<file path="config.mk">
export PLATFORM = sky130hd
export DESIGN_NAME = hex_count_source
export DESIGN_NICKNAME = d
export VERILOG_FILES = /design/src/rtl/hex_count_source.sv
export SDC_FILE = /design/constraint.sdc
export NUM_CORES = 1
export LEC_CHECK = 0
export CELL_PAD_IN_SITES_DETAIL_PLACEMENT = 0
export CELL_PAD_IN_SITES_GLOBAL_PLACEMENT = 1
export CORE_AREA = 3 3 74 76
export CTS_CLUSTER_DIAMETER = 80
export DETAILED_ROUTE_END_ITERATION = 16
export DIE_AREA = 0 0 77 79
export DONT_BUFFER_PORTS = 1
export GPL_ROUTABILITY_DRIVEN = 0
export HOLD_SLACK_MARGIN = 0.03
export PLACE_DENSITY_LB_ADDON = 0.1
export SETUP_SLACK_MARGIN = 0.02
export SLEW_MARGIN = 20
export SYNTH_ARGS = -nofsm -noshare
export SYNTH_HDL_FRONTEND = slang
export SYNTH_SLANG_ARGS = --single-unit
</file>
<file path="constraint.sdc">
create_clock -name Clock -period 4.2 [get_ports Clock]
set_input_delay 0.63 -clock Clock [delete_from_list [all_inputs] [get_ports Clock]]
set_output_delay 0.63 -clock Clock [all_outputs]
set_load 0.02 [all_outputs]
</file>
<file path="src/rtl/hex_count_source.sv">
// Run/pause 8-bit counter feeding the two-digit hex display decoders.
// Define BCD_MODE_EN for two-digit decimal counting (00..99) instead of binary 0..MAX.
module hex_count_source #(
    parameter int PRESCALE = 50000000,
    parameter int MAX      = 255
) (
    input  logic       Clock,
    input  logic       Resetn,
    input  logic       Load,
    input  logic [7:0] LoadVal,
    input  logic       Dir,
    input  logic       Run_btn,
    input  logic       Step_btn,
    output logic [7:0] Digits,
    output logic       Running,
    output logic       Wrap
);

    localparam int             PW      = (PRESCALE > 2) ? $clog2(PRESCALE) : 1;
    localparam logic [PW-1:0]  PS_LAST = PW'(PRESCALE - 1);
    localparam logic [7:0]     MAX_V   = 8'(MAX);

    typedef enum logic {PAUSE = 1'b0, RUN = 1'b1} state_t;

    state_t        state_q, state_nxt;
    logic [PW-1:0] presc_q;
    logic          run_p0, run_p1, run_p2, run_arm;
    logic          step_p0, step_p1, step_p2, step_arm;
    logic          live_p0, live_p1;
    logic          run_pulse, step_pulse, tick, do_step;
    logic [8:0]    next_val;

    // Returns {wrap, value} for one count step in the given direction.
    function automatic logic [8:0] count_step(input logic [7:0] v, input logic up);
`ifdef BCD_MODE_EN
        if (up) begin
            if (v[3:0] >= 4'd9) begin
                if (v[7:4] >= 4'd9) return {1'b1, 8'h00};
                else                return {1'b0, v[7:4] + 4'd1, 4'd0};
            end
            return {1'b0, v[7:4], v[3:0] + 4'd1};
        end else begin
            if (v[3:0] == 4'd0) begin
                if (v[7:4] == 4'd0) return {1'b1, 8'h99};
                else                return {1'b0, v[7:4] - 4'd1, 4'd9};
            end
            return {1'b0, v[7:4], v[3:0] - 4'd1};
        end
`else
        if (up) begin
            if (v == MAX_V) return {1'b1, 8'h00};
            return {1'b0, v + 8'd1};
        end else begin
            if (v == 8'h00) return {1'b1, MAX_V};
            return {1'b0, v - 8'd1};
        end
`endif
    endfunction

    function automatic logic [7:0] clamp_load(input logic [7:0] v);
`ifdef BCD_MODE_EN
        return {(v[7:4] > 4'd9) ? 4'd9 : v[7:4], (v[3:0] > 4'd9) ? 4'd9 : v[3:0]};
`else
        return (v > MAX_V) ? MAX_V : v;
`endif
    endfunction

    // Button synchronizers; a press only counts once a real released level has
    // been sampled, so buttons held through reset release are ignored.
    always_ff @(posedge Clock or negedge Resetn) begin
        if (!Resetn) begin
            run_p0   <= 1'b1;
            run_p1   <= 1'b1;
            run_p2   <= 1'b1;
            step_p0  <= 1'b1;
            step_p1  <= 1'b1;
            step_p2  <= 1'b1;
            live_p0  <= 1'b0;
            live_p1  <= 1'b0;
            run_arm  <= 1'b0;
            step_arm <= 1'b0;
        end else begin
            run_p0   <= Run_btn;
            run_p1   <= run_p0;
            run_p2   <= run_p1;
            step_p0  <= Step_btn;
            step_p1  <= step_p0;
            step_p2  <= step_p1;
            live_p0  <= 1'b1;
            live_p1  <= live_p0;
            run_arm  <= run_arm  | (live_p1 & run_p1);
            step_arm <= step_arm | (live_p1 & step_p1);
        end
    end

    assign run_pulse  = run_arm  & run_p2  & ~run_p1;
    assign step_pulse = step_arm & step_p2 & ~step_p1;

    always_comb begin
        state_nxt = state_q;
        tick      = 1'b0;
        do_step   = 1'b0;
        if (run_pulse)
            state_nxt = (state_q == RUN) ? PAUSE : RUN;
        if (state_q == RUN)
            tick = (presc_q == PS_LAST);
        do_step  = tick | (step_pulse & (state_q == PAUSE));
        next_val = count_step(Digits, Dir);
    end

    always_ff @(posedge Clock or negedge Resetn) begin
        if (!Resetn) begin
            state_q <= PAUSE;
            Running <= 1'b0;
        end else begin
            state_q <= state_nxt;
            Running <= (state_nxt == RUN);
        end
    end

    // Prescaler only runs while the counter stays in RUN; entry to RUN starts at 0.
    always_ff @(posedge Clock or negedge Resetn) begin
        if (!Resetn)
            presc_q <= '0;
        else if (Load || state_q != RUN || state_nxt != RUN || tick)
            presc_q <= '0;
        else
            presc_q <= presc_q + PW'(1);
    end

    always_ff @(posedge Clock or negedge Resetn) begin
        if (!Resetn) begin
            Digits <= 8'h00;
            Wrap   <= 1'b0;
        end else if (Load) begin
            Digits <= clamp_load(LoadVal);
            Wrap   <= 1'b0;
        end else if (do_step) begin
            Digits <= next_val[7:0];
            Wrap   <= next_val[8];
        end else begin
            Wrap   <= 1'b0;
        end
    end

endmodule

</file>
After elaboration in Yosys (flattened, before gate mapping)
Index checks and enable logic that the tools add are counted.

Bits in registers: 46. Latch bits: 0. RAM bits: 0. ROM bits: 0. Input bits: 14. Output and inout bits: 10. Memories kept: 0.

Add/subtract/negate cells: 3. Multipliers: 0. Divide/modulo/power cells: 0. Magnitude comparators: 1. Eq/ne operators: 2. Shift-type cells: 0. Muxes and demuxes: 18. Bitwise operators: 14. Reductions and logical operators: 5.

Operators with widths (number): $mux 9 (5); $add 26x1->26 const B (1); $eq 26x26->1 const B (1); $mux 26 (1); $mux 8 (3); $mux 1 (9); $add 8x1->8 const B (1); $eq 8x8->1 const B (1); $gt 8x8->1 const B (1); $logic_not 8->1 (1); $sub 8x1->8 const B (1); $and 1x1->1 (7); $not 1->1 (4); $logic_or 1x1->1 (3); $or 1x1->1 (3); $reduce_bool 2->1 (1).

Logic depth before layout (Yosys ltp)
Word-level depth: 7. Depth in mapped cells: 8. Mapped depth without buffers: 7.

Worst setup path before layout
OpenSTA, ideal clock, no wires.

Path type: reg2reg. From: reg Digits[0]. To: reg Digits[2]. Setup time: 92 ps. Arrival: 1761 ps. Data required time: 4108 ps. Path slack: 2347 ps. Stages on the path, launching flop included: 8. Path buffers: 0. Clock period less this slack: 1853 ps. Path through: dfrtp_1 inv_1 ha_1 nor3b_1 a21oi_2 a221oi_2 a211oi_2 o31ai_2.

Longest elaborated chain between the ends: 7.

Ends and longest elaborated chain: start, declared (RTL line 14) `output logic [7:0] Digits,`; start signal, assigned (RTL line 136) `Digits <= clamp_load(LoadVal);`; start signal, assigned (RTL line 139) `Digits <= next_val[7:0];`; parallel branches: the longest is 4 deep, another holds $sub 8x1->8; $mux 9 (*) (RTL line 50) `if (up) begin`; $mux 8 (*) (RTL line 138) `end else if (do_step) begin`; $mux 8 (*) (RTL line 135) `end else if (Load) begin`.

Every way passes the cells marked *. The select of a mux whose other input is x is not followed. A chain may end at the register's enable or synchronous reset.

Worst setup path after layout
From: reg Digits[0]. To: reg Digits[6].

The elaborated chain is that of the path after synthesis.

==> out/metrics.yaml <==
grt:
  grt_pass1_wl_um: 8760
  overflow: 0
  grt_use_total_pct: 17.8
  antenna_found_initial: 0
  grt_max_degree: 41
  grt_pass1_vias: 1792
sta:
  rsz0062_at_grt: "no"
  timing.final.crit_share_pct: 52.6
  layout_setup_ws_ns: 1.99
  setup-tns-final_ns: 0
  fmax_mhz: 453
  finalHoldViolCount: 0
  worst_slew_pin_slew_ns: 0.580
  setup_viol: 0
  relSlewSlack_pct: 61.0
  clock_skew_ns: 0.00701
  slew_viol_final: 0
  fin_crit_ns: 2.21
setup_path:
  rr_worst_depth: 7
  crit_path_end_kind: "register"
  path_depth: 7
  cp_max_fo: 9
  arrival_ns: 2.42
  cp_cell_sequence: "inv_1, ha_1, nor3b_1, nand2_1, o21ai_1, o22ai_2, a221oi_2"
  critPathMaxStageDelay_ns: 0.55
  cp_top_family: "simple AND/OR/NAND/NOR gates"
  slowest_stage: "dfrtp_1"
  required_ns: 4.41
  cp_num_buf_inv: 1
  worst-setup-path-type: "register to register"
  cp-start-kind: "register"
yosys:
  ys_warn_count: 0
  synth.cell_area_mm2: 0.00255
  netlist_instances: 248
  yosysTopAreaCell: "dfrtp_1"
  synth.top_cell.area_share_pct: 39.3
  synth_area_leaders: "dfrtp_1 (39%), xor2_1 (7.9%), dfstp_2 (6.2%)"
  synth_cell_types: 55
  ys_ff_latch: 46
  synth_nets: 266
  synth_area_per_cell_um2: 10.3
  ys_seq_area_share_pct: 45.4
final_layout:
  nets: 263
  reg_top3: "presc_q: 26 flops, Digits: 8 flops"
  num_antenna_cells: 0
  largest_register_ffs: 26
  drive_above_1_share_pct: 13.4
  syn_to_final_growth_pct: 4.17
  largest-register: "presc_q"
placement:
  dp_slack_ns: 2.08
  port_buffers: 0
  dp_hpwl_um: 3420
drt:
  routed_wl_um: 5130
  drtIter0Drc: 160
  wl_per_cell_um: 16.4
  vias_per_cell: 5.78
  route.detailed.drc: 0
  antenna_left: 0
  first_pass_iters: 4
  vias: 1809
floorplan:
  num_rows: 25
  fp.dieArea_mm2: 0.00608
  io_pins: 24
  start_util_pct: 53.3
  die_h_um: 79
  die_x_um: 77
  coreArea_mm2: 0.00479
pwr:
  cellPowerDensity_mw_per_mm2: 366
  leakagePower_nw: 1.08
  peakVddDrop_mv: 0.253
  power.total_w: 0.000972
cts:
  clkTransAtPathRegs_ns: 0.09
  root_buffer: "clkbuf_8"
  clk_latency_ns: 0.30
  cts_made_buffers: 5
  cts_max_level: 2
  cts.sinks: 46
  cts_tree: "yes"
  clock_path_buffers: 2
  post-cts-setup-buffer-count: 0
run:
  drv_cap: 0
run_status:
  outcome: "finished clean"
min_path:
  worstHoldPathType: "input port to asynchronous set/reset pin"
-- routing by layer --
metal  share of wire, %  vias to the layer above  wire length [µm]  global-route usage (%)
li1                   -                      868                 -                       -
met1                 45                      863              2320                    24.7
met2                 47                       70              2400                    28.1
met3                6.9                        8               355                    4.08
met4                1.3                        0                65                    5.34
met5                  0                        -                 0                       0
-- worst reg2reg max path, cell delays in order (launching register included) --
cell and delay (ns):
dfrtp_1 0.55, inv_1 0.19, ha_1 0.18, nor3b_1 0.47
nand2_1 0.15, o21ai_1 0.26, o22ai_2 0.11, a221oi_2 0.21
-- stage by stage --
stage          hold slack (ns)  utilization [%]  area, µm²  std cells
2_1_floorplan            0.331                -       2550        248
3_3_place_gp             0.333             53.1       2540        304
3_5_place_dp             0.336             53.1       2540        304
4_1_cts                  0.164             55.5       2660        313
5_1_grt                  0.150             55.5       2660        313
6_report                 0.168             55.5       2660        313
-- cell families after synthesis --
family	Yosys count	synth area share [%]
and+or+nand+nor	117	26.7
adders and majority gates	4	1.96
other	1	0.147
AOI/OAI and AO/OA	31	10.8
DFF	46	45.4
buffers and inverters	20	4.96
xor gates and xnor gates	29	9.96
-- power breakdown --
part / switching [W] / internal, W
combinational: 0.0000881 / 0.0000558
clock: 0.000151 / 0.000132
sequential: 0.0000750 / 0.000469
-- final cells by class --
| class | count | area, µm² |
|---|---|---|
| clock buffers | 6 | 82.6 |
| clock inverters | 2 | 12.5 |
| fillers | 440 | 2130 |
| inverters | 9 | 33.8 |
| multi-input cells | 182 | 1260 |
| flip-flops and latches | 46 | 1160 |
| well taps | 67 | 83.8 |
| repair buffers | 1 | 20.0 |
-- cells in the mapped netlist (all sizes together) --
master   count
nor4b        1
dfrtp       40
a41oi        1
nor3        10
clkinv       1
a22o         1
a22oi        1
a21o         2
a2111oi      1
o211a        1
a31oi        1
a21oi        5
o22ai        2
a221oi       2
inv          8
o31ai        3
a211oi       1
nor4         3
o211ai       1
xor2        23
nand3b       2
and3b        2
nand4       15
nor3b        1
conb         1
and3         6
nand2       13
nand3       15
dfstp        6
o21a         2
and4         6
buf          8
xnor2        6
ha           4
nor2        35
o221a        1
o21ai        5
and2         7
o311ai       1
or4          1
clkbuf       3
-- cell usage in the layout, fill, tap and decap left out, types with 4 or more instances in the layout --
cell type / instances
and3_1: 6
nor2_1: 35
clkbuf_8: 6
nor3_1: 10
a21oi_1: 4
dfrtp_1: 40
nand2_1: 13
nand3_1: 15
xor2_1: 23
dfstp_2: 6
xnor2_1: 6
inv_1: 8
nand4_1: 12
ha_1: 4
and4_1: 5
and2_1: 7
-- worst paths after layout --
check / start / endpoint / slack, ns
worst max-delay path: Digits[0] / Digits[6] / 1.99
worst min-delay path: Resetn / Digits[0] / 0.17
worst max register to register: Digits[0] / Digits[6] / 1.99
worst min register to register: live_p0 / live_p1 / 0.35
max in group asynchronous: Resetn / presc_q[1] / 3.83
min in group Clock: Step_btn / step_p0 / 0.32
-- timing repair --
item | 4_1_cts | 5_1_grt
endpoints found under the hold margin | 40 | 0
gates resized for setup | 0 | 0
setup endpoints to repair | 0 | 0
hold buffers | 1 | 0
Note: power is estimated with default switching activity, not from simulation.
